==> src/rtl/spi_reg_frontend.sv <==
// SPI-style serial front end: MOSI frames become register writes, and reads are served on MISO.
// Optional SPI_ADDR_LIMIT_EN adds addr_err and suppresses accesses at addr_ptr >= NUM_REGS.
module spi_reg_frontend #(
    parameter int WORD_W   = 8,
    parameter int ADDR_W   = 7,
    parameter int NUM_REGS = 2**ADDR_W
) (
    input  logic              sclk,
    input  logic              rstn,
    input  logic              csn,
    input  logic              mosi,
    output logic              miso,
    output logic              wr_en,
    output logic [ADDR_W-1:0] wr_addr,
    output logic [WORD_W-1:0] wr_data,
    output logic [ADDR_W-1:0] rd_addr,
    input  logic [WORD_W-1:0] rd_data,
`ifdef SPI_ADDR_LIMIT_EN
    output logic              addr_err,
`endif
    output logic              busy
);

    localparam int CNT_W = (WORD_W > 2) ? $clog2(WORD_W) : 1;
    localparam logic [CNT_W-1:0] LAST_BIT = CNT_W'(WORD_W - 1);
    localparam logic [ADDR_W:0] LIM = (ADDR_W + 1)'(NUM_REGS);
`ifdef SPI_ADDR_LIMIT_EN
    localparam bit RANGE_CHK = 1'b1;
`else
    localparam bit RANGE_CHK = 1'b0;
`endif

    typedef enum logic [1:0] {
        IDLE,
        CMD,
        WRITE,
        READ
    } state_t;

    state_t state, state_nxt;

    logic [CNT_W-1:0]  bit_cnt;
    logic [WORD_W-2:0] rx;
    logic [WORD_W-1:0] tx;
    logic [WORD_W-1:0] word;
    logic [ADDR_W-1:0] addr_ptr;
    logic              last;
    logic              ld_cmd;
    logic              do_wr;
    logic              do_rd;
    logic              oor;

    assign word = {rx, mosi};
    assign last = (bit_cnt == LAST_BIT);
    assign oor  = RANGE_CHK && ({1'b0, addr_ptr} >= LIM);

    assign rd_addr = addr_ptr;
    assign busy    = (state != IDLE);
    assign miso    = csn ? 1'b0 : tx[WORD_W-1];

    always_ff @(posedge sclk or negedge rstn) begin
        if (!rstn) begin
            state <= IDLE;
        end else begin
            state <= state_nxt;
        end
    end

    always_comb begin
        state_nxt = state;
        ld_cmd    = 1'b0;
        do_wr     = 1'b0;
        do_rd     = 1'b0;
        if (csn) begin
            state_nxt = IDLE;
        end else begin
            unique case (state)
                IDLE: begin
                    state_nxt = CMD;
                end
                CMD: begin
                    if (last) begin
                        ld_cmd    = 1'b1;
                        state_nxt = word[WORD_W-1] ? READ : WRITE;
                    end
                end
                WRITE: begin
                    do_wr = last;
                end
                READ: begin
                    do_rd = last;
                end
                default: begin
                    state_nxt = IDLE;
                end
            endcase
        end
    end

    always_ff @(posedge sclk or negedge rstn) begin
        if (!rstn) begin
            bit_cnt  <= '0;
            rx       <= '0;
            tx       <= '0;
            addr_ptr <= '0;
            wr_en    <= 1'b0;
            wr_addr  <= '0;
            wr_data  <= '0;
        end else if (csn) begin
            bit_cnt <= '0;
            rx      <= '0;
            tx      <= '0;
            wr_en   <= 1'b0;
        end else begin
            rx      <= word[WORD_W-2:0];
            bit_cnt <= last ? '0 : bit_cnt + 1'b1;
            wr_en   <= 1'b0;
            tx      <= {tx[WORD_W-2:0], 1'b0};
            if (ld_cmd) begin
                addr_ptr <= word[ADDR_W-1:0];
                tx       <= '0;
            end
            if (do_wr) begin
                addr_ptr <= addr_ptr + 1'b1;
                if (!oor) begin
                    wr_en   <= 1'b1;
                    wr_addr <= addr_ptr;
                    wr_data <= word;
                end
            end
            // rd_data has been settling on rd_addr for a full word
            if (do_rd) begin
                addr_ptr <= addr_ptr + 1'b1;
                tx       <= oor ? '0 : rd_data;
            end
        end
    end

`ifdef SPI_ADDR_LIMIT_EN
    always_ff @(posedge sclk or negedge rstn) begin
        if (!rstn) begin
            addr_err <= 1'b0;
        end else if (csn) begin
            addr_err <= 1'b0;
        end else if ((do_wr || do_rd) && oor) begin
            addr_err <= 1'b1;
        end
    end
`endif

endmodule

==> config.mk <==
export PLATFORM = sky130hd
export DESIGN_NAME = spi_reg_frontend
export DESIGN_NICKNAME = d
export VERILOG_FILES = /design/src/rtl/spi_reg_frontend.sv
export SDC_FILE = /design/constraint.sdc
export NUM_CORES = 1
export LEC_CHECK = 0
export ABC_AREA = 1
export BUFFER_PORTS_ARGS = -buffer_cell sky130_fd_sc_hd__clkbuf_2
export CAP_MARGIN = 0
export CORE_MARGIN = 3
export CORE_UTILIZATION = 40
export CTS_BUF_LIST = sky130_fd_sc_hd__clkbuf_4 sky130_fd_sc_hd__clkbuf_8
export DETAILED_ROUTE_END_ITERATION = 8
export PLACE_DENSITY = 0.61
export SLEW_MARGIN = 20
export SYNTH_ARGS = -nofsm -noshare
export SYNTH_HDL_FRONTEND = slang
export SYNTH_SLANG_ARGS = --single-unit
export TNS_END_PERCENT = 30
==> constraint.sdc <==
create_clock -name sclk -period 1.8 [get_ports sclk]
set_clock_uncertainty 0.15 [all_clocks]
set_input_delay 0.45 -clock sclk [delete_from_list [all_inputs] [get_ports sclk]]
set_output_delay 0.45 -clock sclk [all_outputs]
set_load 0.005 [all_outputs]
==> results.yml <==
power_and_ir_drop:
  power.leakage_nw: 1.15
  power_density_nw_per_um2: 782
  peakVddDrop_v: 0.000487
floorplan:
  die_y_um: 74.5
  initial_core_util: 0.423
  rows: 24
  die_area_um2: 5560
  fp.dieW_um: 74.5
  ioPinCount: 37
  core_region_area_um2: 4440
detailed_routing:
  wl_per_cell_um: 12.0
  drc: 0
  drt_iter0_markers: 108
  drtPass1Iterations: 4
  vias: 1396
  routed_wl_um: 3540
  routed_via_density: 4.73
  ant_nets: 0
setup_path:
  critPathBufInv: 2
  cpLargestDelayFamily: "adder cells"
  path_max_fanout: 10
  crit_required_ps: 1830
  path_cells: "ha_1 -> ha_2 -> nand3_4 -> inv_4 -> nand2_4 -> buf_4 -> nand2_1 -> o21ai_2"
  worstSetupStartpointType: "flop"
  crit_path_end_kind: "flop"
  max_stage_delay_ps: 360
  cp.arrival_ps: 1680
  critPathSlowestCell: "dfrtp_1"
  crit_type: "reg -> reg"
global_route:
  track_usage: 0.147
  grt_pass1_vias: 1371
  grt_max_degree: 44
  grt_pass1_wl_um: 6240
  grt_remaining_overflow: 0
  antenna_found_initial: 0
timing:
  tightest_slew_ps: 228
  rsz0062_at_grt: "false"
  slew_viol_final: 0
  period_share: 0.917
  hold_ws_ps: 226
  fmax_mhz: 606
  setup_violations: 0
  hold_violations: 0
  timing.setup.tns_ps: 0
  finalCriticalPeriod_ps: 1650
  slew_headroom: 0.848
logic_synthesis:
  yosysTopAreaCellShare: 0.573
  ys_seq_elements: 43
  synth_top_area_cell: "dfrtp_1"
  ys_warn_count: 0
  synth_area_leaders: "dfrtp_1, nand2_1, o21ai_2"
  yosys.area_share.simple: 0.210
  synth_xor_area_frac: 0.00932
  synth_top_family_by_area: "simple AND/OR/NAND/NOR gates"
  synth_area_um2: 1880
  synth_cell_type_count: 24
  synth_fp_nets: 214
  synthMuxAreaShare: 0
  ys_seq_area_frac: 0.573
  synth_compound_area_frac: 0.114
  synth_fa_ha_area_frac: 0.0200
  post_synth.cell_area_avg_um2: 9.44
  synth_cells: 199
final_layout:
  drive_above_1_share: 0.288
  layout_commonest_cell: "nand2_1"
  final_core_util: 0.503
  diodes: 0
  syn_to_final_growth_pct: 19.0
  mostFrequentLayoutCells: "nand2_1, dfrtp_1, clkbuf_2"
  fin_area_um2: 2240
  num-nets-final: 259
  fillCellCount: 446
cts:
  clk_path_buf_depth: 2
  clock-sinks: 43
  post_cts_buffers: 0
  clk_latency_ps: 290
  root_buffer: "clkbuf_8"
  cts_buffers: 5
  path_clk_slew_ps: 70
  htree_levels: 2
  cts_tree: "yes"
flow_run:
  maxCapViolations: 0
status:
  outcome: "finished, final reports clean"
worst_hold_path:
  hp-class: "in -> reg"
placed_design:
  dpl.hpwl_um: 2600
  dpl_cell_area_um2: 2150
  gp_congestion: 0.779
  portBuffers: 36
[power by group]
part / internal [mW] / switching [mW]
Combinational: 0.0569 / 0.104
Sequential: 0.993 / 0.0250
Clock: 0.274 / 0.297
Total: 1.32 / 0.426
[kinds of logic (layout without fill, tap and decap cells)]
family,Yosys count,in the layout
and+or+nand+nor,92,92
AOI/OAI and AO/OA,31,31
adders and majority gates,3,3
DFF,43,43
xor gates and xnor gates,2,2
buffers and inverters,28,72
[cells in the mapped netlist]
| cell type | count |
|---|---|
| nand2_4 | 1 |
| a21oi_1 | 8 |
| ha_1 | 3 |
| clkbuf_1 | 1 |
| inv_1 | 21 |
| nor3_1 | 1 |
| o21bai_1 | 2 |
| o211ai_1 | 1 |
| nand3_1 | 9 |
| nand2_1 | 60 |
| dfrtp_1 | 43 |
| nand2_2 | 2 |
| xor2_1 | 2 |
| buf_2 | 1 |
| o22ai_1 | 2 |
| buf_6 | 4 |
| nor3b_1 | 1 |
| o21ai_2 | 12 |
| o2111ai_1 | 1 |
| nor2_1 | 16 |
| nor2_4 | 1 |
| o21ai_0 | 5 |
| inv_4 | 1 |
| nand3_4 | 1 |
[worst min-delay path: stages]
cell	delay (ps)
clkbuf_2	80
nand2_1	50
a21oi_1	50
[per-stage QoR]
stage	cells	total power, mW	worst slack [ps]
2_1_floorplan	199	1.12	208
3_3_place_gp	288	1.20	120
3_5_place_dp	288	1.20	36.7
4_1_cts	295	1.78	29.2
5_1_grt	295	1.84	4.33
6_report	295	1.75	149
[metal layers]
| layer | vias to the layer above | routed length [µm] | track usage |
|---|---|---|---|
| met5 | - | 0 | 0 |
| met4 | 0 | 60 | 0.0534 |
| met3 | 5 | 214 | 0.0486 |
| met2 | 35 | 1560 | 0.232 |
| met1 | 646 | 1710 | 0.188 |
| li1 | 710 | - | - |
[final cells by class]
| class | count | area [µm²] | share of cell area |
|---|---|---|---|
| clock buffers | 6 | 76.3 | 0.0341 |
| inverters | 22 | 85.1 | 0.0380 |
| multi-input cells | 128 | 667 | 0.298 |
| flip-flops and latches | 43 | 1080 | 0.481 |
| well taps | 52 | 65.1 | 0.0291 |
| repair buffers | 44 | 268 | 0.120 |
[worst paths after layout]
path                             from          to  slack, ps  cells after the start
max                        bit_cnt[0]  wr_addr[5]        150                      8
min                        rd_data[6]       tx[6]        230                      3
max reg2reg                bit_cnt[0]  wr_addr[5]        150                      8
min reg2reg                bit_cnt[0]  bit_cnt[0]        300                      1
max in group asynchronous        rstn  rd_addr[6]        780                      3
min in group asynchronous        rstn  wr_data[2]        520                      3
[repair_timing]
action,4_1_cts,5_1_grt
endpoints found under the hold margin,43,0
setup endpoints to repair,0,22
gates resized for setup,0,3
hold buffers,1,0
[state kept, by name, indices dropped and copies added, names as in the netlist]
register and flops:
tx 8, wr_data 8, rd_addr 7, rx 7, wr_addr 7, bit_cnt 3
state 2, wr_en 1
No activity file was read; power rests on OpenSTA's default activity.
